===== src/rtl/hazard_ctrl.sv =====
// Hazard unit for the 5-stage MIPS pipeline: stall/bubble control and forwarding selects.
// Optional macro HAZ_PERF_EN adds a saturating 32-bit stall_cnt output.
module hazard_ctrl #(
    parameter int unsigned TUSE_NONE = 3,
    parameter int unsigned RA_W      = 5
) (
    input  logic            clk,
    input  logic            rst,
    input  logic [RA_W-1:0] ra1D,
    input  logic [RA_W-1:0] ra2D,
    input  logic [RA_W-1:0] waD,
    input  logic [1:0]      resD,
    input  logic [1:0]      tuse1D,
    input  logic [1:0]      tuse2D,
    output logic            stall,
    output logic            flushE,
    output logic [1:0]      fwd1D,
    output logic [1:0]      fwd2D,
    output logic [1:0]      fwd1E,
    output logic [1:0]      fwd2E,
    output logic            fwd2M
`ifdef HAZ_PERF_EN
    ,
    output logic [31:0]     stall_cnt
`endif
);

    localparam logic [1:0] RES_NW  = 2'b00;
    localparam logic [1:0] RES_ALU = 2'b01;
    localparam logic [1:0] RES_DM  = 2'b10;

    logic [RA_W-1:0] waE, ra1E, ra2E, waM, ra2M, waW;
    logic [1:0]      resE, tnewE, resM, tnewM, resW;
    logic [1:0]      tnew_entry, tnew_dec;

    // Live producer in a stage whose destination matches the given source index.
    function automatic logic hit(input logic [1:0] res, input logic [RA_W-1:0] wa,
                                 input logic [RA_W-1:0] ra);
        return (res != RES_NW) && (wa != '0) && (wa == ra);
    endfunction

    function automatic logic src_stall(input logic [RA_W-1:0] ra, input logic [1:0] tuse,
                                       input logic hit_e, input logic [1:0] tn_e,
                                       input logic hit_m, input logic [1:0] tn_m);
        return (ra != '0) && (tuse != 2'(TUSE_NONE)) &&
               ((hit_e && (tn_e > tuse)) || (hit_m && (tn_m > tuse)));
    endfunction

    // Nearest matching stage wins; a match that is not ready yet blocks farther stages.
    function automatic logic [1:0] sel_d(input logic hit_e, input logic [1:0] tn_e,
                                         input logic hit_m, input logic [1:0] tn_m,
                                         input logic hit_w);
        logic [1:0] sel;
        sel = 2'b00;
        if (hit_e)      sel = (tn_e == 2'd0) ? 2'b01 : 2'b00;
        else if (hit_m) sel = (tn_m == 2'd0) ? 2'b10 : 2'b00;
        else if (hit_w) sel = 2'b11;
        return sel;
    endfunction

    function automatic logic [1:0] sel_e(input logic hit_m, input logic [1:0] tn_m,
                                         input logic hit_w);
        logic [1:0] sel;
        sel = 2'b00;
        if (hit_m)      sel = (tn_m == 2'd0) ? 2'b10 : 2'b00;
        else if (hit_w) sel = 2'b11;
        return sel;
    endfunction

    always_comb begin
        tnew_entry = 2'd0;
        case (resD)
            RES_ALU: tnew_entry = 2'd1;
            RES_DM:  tnew_entry = 2'd2;
            default: tnew_entry = 2'd0;
        endcase
        tnew_dec = (tnewE == 2'd0) ? 2'd0 : tnewE - 2'd1;
    end

    always_comb begin
        stall = src_stall(ra1D, tuse1D, hit(resE, waE, ra1D), tnewE, hit(resM, waM, ra1D), tnewM)
              | src_stall(ra2D, tuse2D, hit(resE, waE, ra2D), tnewE, hit(resM, waM, ra2D), tnewM);
        flushE = stall;
        fwd1D  = sel_d(hit(resE, waE, ra1D), tnewE, hit(resM, waM, ra1D), tnewM, hit(resW, waW, ra1D));
        fwd2D  = sel_d(hit(resE, waE, ra2D), tnewE, hit(resM, waM, ra2D), tnewM, hit(resW, waW, ra2D));
        fwd1E  = sel_e(hit(resM, waM, ra1E), tnewM, hit(resW, waW, ra1E));
        fwd2E  = sel_e(hit(resM, waM, ra2E), tnewM, hit(resW, waW, ra2E));
        fwd2M  = hit(resW, waW, ra2M);
    end

    // D->E loads a bubble on stall; E->M and M->W always advance.
    always_ff @(posedge clk or negedge rst) begin
        if (!rst) begin
            waE   <= '0;
            ra1E  <= '0;
            ra2E  <= '0;
            resE  <= RES_NW;
            tnewE <= 2'd0;
            waM   <= '0;
            ra2M  <= '0;
            resM  <= RES_NW;
            tnewM <= 2'd0;
            waW   <= '0;
            resW  <= RES_NW;
        end else begin
            if (stall) begin
                waE   <= '0;
                ra1E  <= '0;
                ra2E  <= '0;
                resE  <= RES_NW;
                tnewE <= 2'd0;
            end else begin
                waE   <= waD;
                ra1E  <= ra1D;
                ra2E  <= ra2D;
                resE  <= resD;
                tnewE <= tnew_entry;
            end
            waM   <= waE;
            ra2M  <= ra2E;
            resM  <= resE;
            tnewM <= tnew_dec;
            waW   <= waM;
            resW  <= resM;
        end
    end

`ifdef HAZ_PERF_EN
    always_ff @(posedge clk or negedge rst) begin
        if (!rst)
            stall_cnt <= 32'd0;
        else if (stall && (stall_cnt != 32'hFFFF_FFFF))
            stall_cnt <= stall_cnt + 32'd1;
    end
`endif

endmodule


===== config.mk =====
export PLATFORM = sky130hd
export DESIGN_NAME = hazard_ctrl
export DESIGN_NICKNAME = d
export VERILOG_FILES = /design/src/rtl/hazard_ctrl.sv
export SDC_FILE = /design/constraint.sdc
export NUM_CORES = 1
export LEC_CHECK = 0
export CORE_MARGIN = 5
export CORE_UTILIZATION = 49
export DETAILED_ROUTE_END_ITERATION = 12
export PLACE_DENSITY = 0.79
export SYNTH_ARGS = -nofsm -noshare
export SYNTH_HDL_FRONTEND = slang
export SYNTH_SLANG_ARGS = --single-unit

===== constraint.sdc =====
create_clock -name clk -period 2.4 [get_ports clk]
set_input_delay 0.36 -clock clk [delete_from_list [all_inputs] [get_ports clk]]
set_output_delay 0.36 -clock clk [all_outputs]
set_load 0.02 [all_outputs]

## Word-level counts from Yosys, hierarchy flattened

Cells that the tools add are included.
Widths: inputs -> output; s select.

| word-level totals | value |
|---|---|
| bits in registers | 40 |
| latch bits | 0 |
| bits in writable memories | 0 |
| ROM bits | 0 |
| bits of input ports | 23 |
| word-level logic and storage cells | 85 |
| memories | 0 |

| operators by class | value |
|---|---|
| add/sub/neg operators | 1 |
| $mul | 0 |
| div/mod/pow operators | 0 |
| order comparisons | 4 |
| equality and inequality tests | 15 |
| shift-type cells | 0 |
| muxes and demuxes | 19 |
| bitwise logic cells | 1 |
| reduce and logical (&&, ||, !) cells | 34 |

Operators by type and width:

| operator | count |
|---|---|
| $eq 5x5->1 | 11 |
| $mux 2 | 14 |
| $reduce_bool 5->1 | 5 |
| $logic_and 1x1->1 | 22 |
| $mux 5 | 3 |
| $gt 2x2->1 | 4 |
| $reduce_bool 2->1 | 3 |
| $logic_not 2->1 | 2 |
| $ne 2x2->1 const B | 2 |
| $pmux 2 s2 | 1 |
| $eq 2x1->1 const B | 1 |
| $eq 2x2->1 const B | 1 |
| $logic_or 1x1->1 | 2 |
| $sub 2x1->2 const B | 1 |
| $mux 1 | 1 |
| $or 1x1->1 | 1 |

## Depth between registers and ports, before layout

Gate-level depths: netlist (run 1).

| logic depth | value |
|---|---|
| depth after elaboration | 8 |
| mapped depth | 9 |

## Worst setup path before layout (run 1)

OpenSTA, ideal clock, no wires.

| timing path | value |
|---|---|
| path type | flip-flop to output port |
| start point | reg waM[1] |
| end point | out fwd1E[1] |
| data arrival time | 2.324 ns |
| required time | 2.040 ns |
| path slack | -0.284 ns |
| stages on the path, launching flop included | 7 |
| path buffers | 1 |
| path through | dfrtp_1 buf_6 or4_4 o22ai_4 nor4_1 nor4_1 a21o_1 |

| on the way | value |
|---|---|
| cells in the longest elaborated chain, start to end | 4 |
| elaborated cells on any way between the ends | 5 |
| classes of those cells | eq/ne: 1; mux: 1; reduce/logical: 3 |

RTL lines:

| what | line | text |
|---|---|---|
| start: declaration | 32 | `logic [RA_W-1:0] waE, ra1E, ra2E, waM, ra2M, waW;` |
| start signal: assignment | 119 | `waM <= waE;` |
| $reduce_bool 5->1 | 39 | `return (res != RES_NW) && (wa != '0) && (wa == ra);` |
| $logic_and 1x1->1 | 39 |  |
| $logic_and 1x1->1 * | 39 |  |
| $mux 2 * | 65 | `if (hit_m) sel = (tn_m == 2'd0) ? 2'b10 : 2'b00;` |
| end: declaration | 19 | `output logic [1:0] fwd1E,` |

Every way passes the cells marked *; elsewhere a longest branch is shown, timed or not.

## Worst setup path in the final report (run 1)

| timing path | value |
|---|---|
| start point | in ra2D[4] |
| end point | out fwd2D[0] |

| on the way | value |
|---|---|
| cells in the longest elaborated chain, start to end | 5 |
| elaborated cells on any way between the ends | 9 |
| classes of those cells | eq/ne: 3; mux: 3; reduce/logical: 3 |

RTL lines:

| what | line | text |
|---|---|---|
| start: declaration | 10 | `input logic [RA_W-1:0] ra2D,` |
| $eq 5x5->1 | 39 |  |
| $logic_and 1x1->1 | 39 |  |
| $mux 2 | 57 | `else if (hit_w) sel = 2'b11;` |
| $mux 2 | 56 | `else if (hit_m) sel = (tn_m == 2'd0) ? 2'b10 : 2'b00;` |
| $mux 2 * | 55 | `if (hit_e) sel = (tn_e == 2'd0) ? 2'b01 : 2'b00;` |
| end: declaration | 18 | `output logic [1:0] fwd2D,` |

Marked as above.

==> results of run 1 <==
-- repair_timing --
action / CTS / global route
gates resized for setup: 74 / 7
hold endpoints to repair: 0 / 0
pin swaps: 6 / 4
setup endpoints to repair: 11 / 11
buffers inserted: 1 / 3
-- layout by cell type (no fill, tap or decap), types with 4 or more instances in the layout --
cell type	instances
dfrtp_1	40
nor2_1	7
buf_4	39
inv_1	8
nor3b_1	18
ha_1	8
xnor2_1	30
nand2_1	8
clkdlybuf4s50_1	20
xor2_1	24
or4_1	4
clkbuf_8	6
nand3_1	8
nor4_2	4
a21oi_1	4
buf_6	11
-- layer usage --
layer	GRT usage	routed length, um	share of wire	vias to the layer above
li1	-	-	-	868
met1	0.2542	2412	0.39	911
met2	0.3582	3160	0.51	75
met3	0.03628	322	0.052	23
met4	0.1136	253	0.041	0
met5	0	0	0	-
-- power breakdown --
part	internal, uW	leakage [uW]	switching [uW]
logic	213	0.000848	193
registers	716	0.000474	40.0
clock network	233	0.0000434	241
-- critical path: cells and delay by family --
| kind | cells | cell delay, ns |
|---|---|---|
| simple gates | 3 | 0.68 |
| xor+xnor | 1 | 0.22 |
| mux | 1 | 0.21 |
| buf+inv | 3 | 0.87 |
-- registers in the layout (all words and copies together), names as in the netlist --
register,count
ra1E,5
ra2E,5
ra2M,5
waE,5
waM,5
waW,5
resE,2
resM,2
resW,2
tnewE,2
tnewM,2
-- logic make-up after synthesis --
family	Yosys count
AO/OA/AOI/OAI	19
XOR/XNOR	55
adder cells (fa/ha/maj)	8
buffers and inverters	23
flip-flops	40
multiplexers	1
AND/OR/NAND/NOR	70
-- cells in the mapped netlist (6+ instances only) --
master | number | area share
dfrtp_1 | 40 | 0.43
xnor2_1 | 31 | 0.12
xor2_1 | 24 | 0.091
nor3b_1 | 18 | 0.058
nand2_1 | 9 | 0.015
ha_1 | 8 | 0.043
inv_1 | 8 | 0.013
nand3_1 | 8 | 0.017
nor2_1 | 7 | 0.011
nor4_1 | 7 | 0.019
a21oi_1 | 6 | 0.013
clkbuf_1 | 6 | 0.0097
-- per-stage QoR --
stage	setup TNS [ns]	power (uW)	util	instances
6_report	-1.757	1635	0.6797	337
5_1_grt	-2.587	1720	0.6797	337
4_1_cts	-1.925	1629	0.6682	335
3_5_place_dp	-6.245	1141	0.6328	326
3_3_place_gp	-4.879	1127	0.6328	326
2_1_floorplan	-0.1441	967.3	-	216
-- layout make-up --
type	count	area [um^2]	share of cell area
Inverter	8	30.03	0.009479
Clock buffer	6	82.58	0.02607
Timing Repair Buffer	74	659.4	0.2081
Clock inverter	2	15.01	0.004739
Sequential cell	40	1001	0.3160
Multi-Input combinational cell	153	1313	0.4143
Tap cell	54	67.56	0.02133
-- path summary, 6_finish.rpt --
path                              start       end  slack [ns]  cells past startpoint
max in group asynchronous           rst    waM[4]        1.64                      1
worst max register to register   waM[1]   ra2E[3]        0.24                      7
worst min-delay path                rst  tnewM[1]        0.18                      1
min in group clk                resE[1]   resM[1]        0.38                      0
worst min register to register  resE[1]   resM[1]        0.38                      0
worst max-delay path            ra2D[4]  fwd2D[0]       -0.31                      8
==> results_dict.tcl, run 1 <==
set metrics [dict create \
    worstPathCellList "clkdlybuf4s50_1 > xor2_1 > nor3_1 > nand3_1 > nor3b_1 > buf_4 > mux2i_4 > buf_6" \
    synthArstFlopShare 1.000 \
    hpwl_um 4440 \
    grt_first_pass_wirelength_um 9839 \
    timing.hold.ws_ns 0.1771 \
    grt_pass1_vias 1944 \
    critPathKind "in2out" \
    fmax_mhz 369.1 \
    gr-total-overflow 0 \
    synth_warnings 0 \
    placed_cell_area_mm2 0.002949 \
    cellPowerDensity_mw_per_mm2 516.1 \
    wl_per_cell_um 18.24 \
    clk_pin_slew_worst_paths_ns 0.08 \
    peakVddDrop_mv 0.3696 \
    fin_area_mm2 0.003168 \
    start_util 0.4964 \
    synth_compound_area_frac 0.06382 \
    ys_types 40 \
    max_cap_viol_count 0 \
    skew_ns 0.006296 \
    io_pins 34 \
    drive_above_1_share 0.2968 \
    hold_violations 0 \
    cts_tree "built" \
    required_ns 2.04 \
    synthAdderAreaFrac 0.04327 \
    yosys.area_share.simple 0.1963 \
    n_fill_cell 341 \
    synth_top_family_by_area "XOR/XNOR gates" \
    post-route-period-util 1.129 \
    synth_xor_area_frac 0.2082 \
    drt-pass1-iter-count 4 \
    core-area_mm2 0.004661 \
    synth_ff_type "dfrtp_1" \
    syn2layout_area_growth_pct 36.94 \
    clk_path_buf_depth 2 \
    vias 1877 \
    synth.area.mux_share 0.004327 \
    synthesis.area_mm2 0.002313 \
    routed_wl_um 6148 \
    rsz0062_at_grt "true" \
    cellLeakagePower_uw 0.001365 \
    synth_seq_cells 40 \
    via_per_inst 5.570 \
    synth_edf_count 0 \
    nets 313 \
    die_y_um 78.71 \
    crit_fanout 5 \
    crit_path_end_kind "output pin" \
    min-delay-path-class "in2async" \
    arrival_ns 2.35 \
    violations "negative setup slack" \
    crit_slowest_cell "clkdlybuf4s50_1" \
    outcome "finished with violations" \
    cts_made_buffers 5 \
    drt-initial-drc-count 120 \
    die_w_um 78.71 \
    avgSynthCellArea_um2 10.71 \
    die_area_mm2 0.006195 \
    syn-num-nets 247 \
    synthCells 216 \
    port_buffers 33 \
    setup_violations 11 \
    ctsHtreeMaxLevel 2 \
    worstSkewPairLatency_ns 0.30 \
    grt_util_all_layers 0.2109 \
    dp_worst_setup_slack_ns -0.7042 \
    grt_start_max_net_pins 41 \
    finalCriticalPeriod_ns 2.709 \
    place.gp.congestion 0.8855 \
    root_buffer "clkbuf_8" \
    seq_area_frac_synth 0.4327 \
    maxSlewViolCount 0 \
    slew_headroom 0.3899 \
    n_antenna_cell 0 \
    drc 0 \
    worst_slew_pin_slew_ns 0.9152 \
    slowest_delay_ns 0.55 \
    cts_hold_buf 0 \
    rows 25 \
    cts_sinks 40 \
    finalWorstSetupSlack_ns -0.3091 \
    crit_path_start_kind "input pin" \
    ant_nets 0 \
    antenna_found_initial 0 \
]
No activity file was read; power rests on OpenSTA's default activity.
==> run 2, diff against run 1 <==
CORE_UTILIZATION = 63   (was 49)
DONT_BUFFER_PORTS = 1   (was default)
PLACE_DENSITY = 0.82   (was 0.79)
clock period = 2.8 ns   (was 2.4 ns; I/O delays follow)
==> results_dict.tcl, run 2 (synthesis gave the netlist of run 1 again) <==
set metrics [dict create \
    outcome "completed" \
    timing.hold.ws_ns 0.1813 \
    worstSkewPairLatency_ns 0.30 \
    final_cell_mix "dfrtp_1 (37), xnor2_1 (31), xor2_1 (24)" \
    cp_num_buf_inv 1 \
    cellPowerDensity_mw_per_mm2 531.8 \
    ctsHtreeMaxLevel 2 \
    grt_util_all_layers 0.2441 \
    placed_cell_area_mm2 0.002352 \
    holdPathStages 1 \
    fin_tns_setup_ns 0 \
    port_buffers 0 \
    cts_tree "built" \
    via_per_inst 6.051 \
    io_pins 34 \
    worstHoldStart "resD[0]" \
    cts_sinks 40 \
    reg2reg_slack_ns 0.70 \
    rr_endpoint "tnewE[1]" \
    grt_pass1_vias 1807 \
    maxSlewViolCount 0 \
    final_common_cell "dfrtp_1" \
    cellLeakagePower_uw 0.001086 \
    start_util 0.6416 \
    finalCriticalPeriod_ns 2.704 \
    crit_fanout 3 \
    place.gp.congestion 0.9736 \
    arrival_ns 2.28 \
    die_area_mm2 0.004984 \
    drive_above_1_share 0.1798 \
    gr-total-overflow 0 \
    skew_ns 0.008589 \
    fin_area_mm2 0.002580 \
    place_inst 258 \
    core-area_mm2 0.003606 \
    crit_path_start_kind "flop" \
    holdPathEnd "tnewE[1]" \
    peakVddDrop_mv 0.4142 \
    worstPathCellList "or4_4 > o22ai_4 > buf_4 > nor4_1 > nor4_1 > a21o_1" \
    grt_first_pass_wirelength_um 9232 \
    max_cap_viol_count 0 \
    fmax_mhz 369.8 \
    setup_violations 0 \
    hpwl_um 4101 \
    reg2reg_from "waM[2]" \
    crit_path_end_kind "output pin" \
    hold_violations 0 \
    required_ns 2.38 \
    nets 258 \
    post-route-period-util 0.9659 \
    worst_slew_pin_slew_ns 0.5066 \
    wl_per_cell_um 20.05 \
    critPathKind "reg2out" \
    vias 1670 \
    min-delay-path-class "in2reg" \
    antenna_found_initial 0 \
    die_y_um 70.60 \
    drc 0 \
    ant_nets 0 \
    drt-initial-drc-count 138 \
    die_w_um 70.60 \
    drt-pass1-iter-count 4 \
    dp_worst_setup_slack_ns 0.2552 \
    n_antenna_cell 0 \
    cts_made_buffers 5 \
    root_buffer "clkbuf_8" \
    slowest_delay_ns 0.57 \
    routed_wl_um 5535 \
    grt_start_max_net_pins 41 \
    stdcell_count 276 \
    rsz0062_at_grt "true" \
    slew_headroom 0.6592 \
    r2r_cells 6 \
    clk_pin_slew_worst_paths_ns 0.08 \
    rows 22 \
    crit_top_cell "nor4_1" \
    syn2layout_area_growth_pct 11.52 \
    crit_slowest_cell "or4_4" \
    finalWorstSetupSlack_ns 0.09555 \
    clk_path_buf_depth 2 \
    crit_family "simple AND/OR/NAND/NOR gates" \
]
-- run 2: power breakdown --
group          switching (uW)  internal [uW]  total (uW)  leakage (uW)
registers                48.1            614         662      0.000471
clock network             216            268         484     0.0000548
logic                     110            116         225      0.000560
total                     374            998        1370       0.00109
-- run 2: per-stage QoR --
stage                       util  total power [uW]
after floorplan                -             821.6
after global placement    0.6523             850.8
after detailed placement  0.6523             865.0
after CTS                 0.7006              1363
after global routing      0.7155              1429
final                     0.7155              1372
-- run 2: final cells by class --
class | instances | area, um^2
Multi-Input combinational cell | 153 | 1212
Fill cell | 250 | 1026
Sequential cell | 40 | 1005
Timing Repair Buffer | 19 | 157.7
Clock buffer | 5 | 68.82
Tap cell | 48 | 60.06
Clock inverter | 3 | 46.29
Inverter | 8 | 30.03
-- run 2: metal layers --
| metal | global-route usage | up-vias | part of all wire |
|---|---|---|---|
| met5 | 0 | - | 0 |
| met2 | 0.4002 | 73 | 0.50 |
| met4 | 0.1106 | 0 | 0.041 |
| met3 | 0.05540 | 26 | 0.060 |
| li1 | - | 753 | - |
| met1 | 0.3098 | 818 | 0.39 |
-- run 2: timing repair --
action,in CTS,in global routing
hold buffers,2,0
resized for setup,4,3
endpoints found under the setup margin,4,8
setup buffers,3,5
endpoints found under the hold margin,40,0
pin swaps,0,5
-- run 2: worst max path at each step --
stage / depth (start not counted) / startpoint / to / slack (ns)
2_1_floorplan: 6 / waM[1] / fwd1E[1] / 0.06
3_3_place_gp: 6 / waM[1] / fwd2D[1] / 0.29
3_5_place_dp: 6 / waM[1] / fwd2D[1] / 0.26
4_1_cts: 6 / waM[3] / fwd2D[1] / -0.003
5_1_grt: 6 / waM[2] / flushE / -0.02
6_report: 6 / waM[2] / fwd2E[1] / 0.1
-- run 2: worst reg2reg max path: stages, from the launching register on --
cell and delay [ns]:
dfrtp_2 0.42, or4_4 0.57, nor2_1 0.16, nor4b_1 0.08
a2bb2o_1 0.30, buf_4 0.22, nor4b_4 0.26
==> RTL edit: new RTL, settings of run 1 <==
Add a define of `HAZ_PERF_EN`.
--- a/src/rtl/hazard_ctrl.sv
+++ b/src/rtl/hazard_ctrl.sv
@@ -1,4 +1,6 @@
 // Hazard unit for the 5-stage MIPS pipeline: stall/bubble control and forwarding selects.
 // Optional macro HAZ_PERF_EN adds a saturating 32-bit stall_cnt output.
+`define HAZ_PERF_EN
+
 module hazard_ctrl #(
     parameter int unsigned TUSE_NONE = 3,
Function (old outputs only; new: stall_cnt): kept (equiv_simple and equiv_induct, registers matched by name and starting in step).
==> RTL edit against run 1 <==
Via count rose by 69%. Die area grew 54%. Total power grew 69%. Area after synthesis up 63%. Wire length grew 67%. Sequential cell count is 32 higher. Setup slack improved by 0.080 ns. First-iteration DRC count fell by 29%. Clock skew rose by 0.0021 ns. Design area rose by 70%. Hold slack got worse by 0.19 ns. The run ends with negative hold slack, negative setup slack left. Critical path type is now reg2out.
==> RTL edit: results (changes against run 1) <==
worst setup margin=-0.229 ns (+0.0802 ns); Clock Sinks=72 (+80%); initial DRC count=85 (-29%); post-synthesis mux area share=0.00963 (+0.00530); Commonest cells post-synth=72 x dfrtp_1, 52 x xor2_1, 32 x xnor2_1; Max Fanout on Critical Path=2 (-3); xor/xnor share of the synthesized area=0.195 (-0.0130); Max Clock Skew=0.00835 ns (+0.00206 ns); R2R cell count=10 (+3); R2R Setup Slk=-0.22 ns (-0.46 ns); switching share of power=0.289 (-0.00105); nets@finish=504 (+61%); placed cell area=0.00485 mm² (+64%); clk cell area share=0.0310 (+0.000182); die area=0.00955 mm² (+54%); average size of a mapped cell=10.5 µm² (-2.3%); Final Power=2.77 mW (+69%); Fin. Hold Viols=21 (+21); clock power share=0.306 (+0.017); NonClk Buf Share=0.200 (-0.00846); Seq. pwr=1.36 mW (+80%); violated checks=negative hold slack, negative setup slack; H-tree depth=3 (+1); dpl cells=557 (+71%); GRT Total Usage=0.220 (+0.00891); post-CTS setup buffer count=3 (+2); IO Port Bufs=65 (+97%); Post-Synth Adder-Cell Area=0.0299 (-0.0134); syn nets=392 (+59%); post-route cell area=0.00537 mm² (+70%); Layout Cells excl Fill=579 (+72%); sequential cell area share=0.336 (+0.0200); clk_lat worst skew=0.35 ns (+0.05 ns); pin count of the biggest net entering global routing=52 (+27%); Final Hold Slack=-0.0154 ns (-0.193 ns); Slew headroom=0.633 (+0.243); worst r2r dst=stall_cnt[1]$_DFFE_PN0P_; Setup TNS=-7.22 ns (-5.46 ns); VDD IR max=0.000359 V (-2.8%); # clk buffers=13 (+7); Setup violations, final=58 (+47); status=finished, violations left; layout cells sized above 1=0.277 (-0.0201)
[RTL edit: metal layers]
metal | vias up | global-route usage | routed length, µm | share of wire
li1 | 1460 | - | - | -
met1 | 1582 | 0.259 | 4120 | 0.40
met2 | 106 | 0.384 | 5280 | 0.51
met3 | 33 | 0.0424 | 472 | 0.046
met4 | 0 | 0.106 | 398 | 0.039
met5 | - | 0 | 0 | 0
[RTL edit: how the worst max path moves through the flow]
| stage | start | end | slack [ns] | cells after the start |
|---|---|---|---|---|
| floorplan | waE[4]$_DFF_PN0_ | stall | 0.01 | 9 |
| global placement | ra1D[1] | flushE | -0.60 | 8 |
| detailed placement | ra1D[1] | stall | -0.63 | 8 |
| CTS | waM[3]$_DFF_PN0_ | stall | -0.19 | 9 |
| global route | waM[0]$_DFF_PN0_ | flushE | -0.28 | 9 |
| finish | waM[0]$_DFF_PN0_ | stall | -0.23 | 9 |
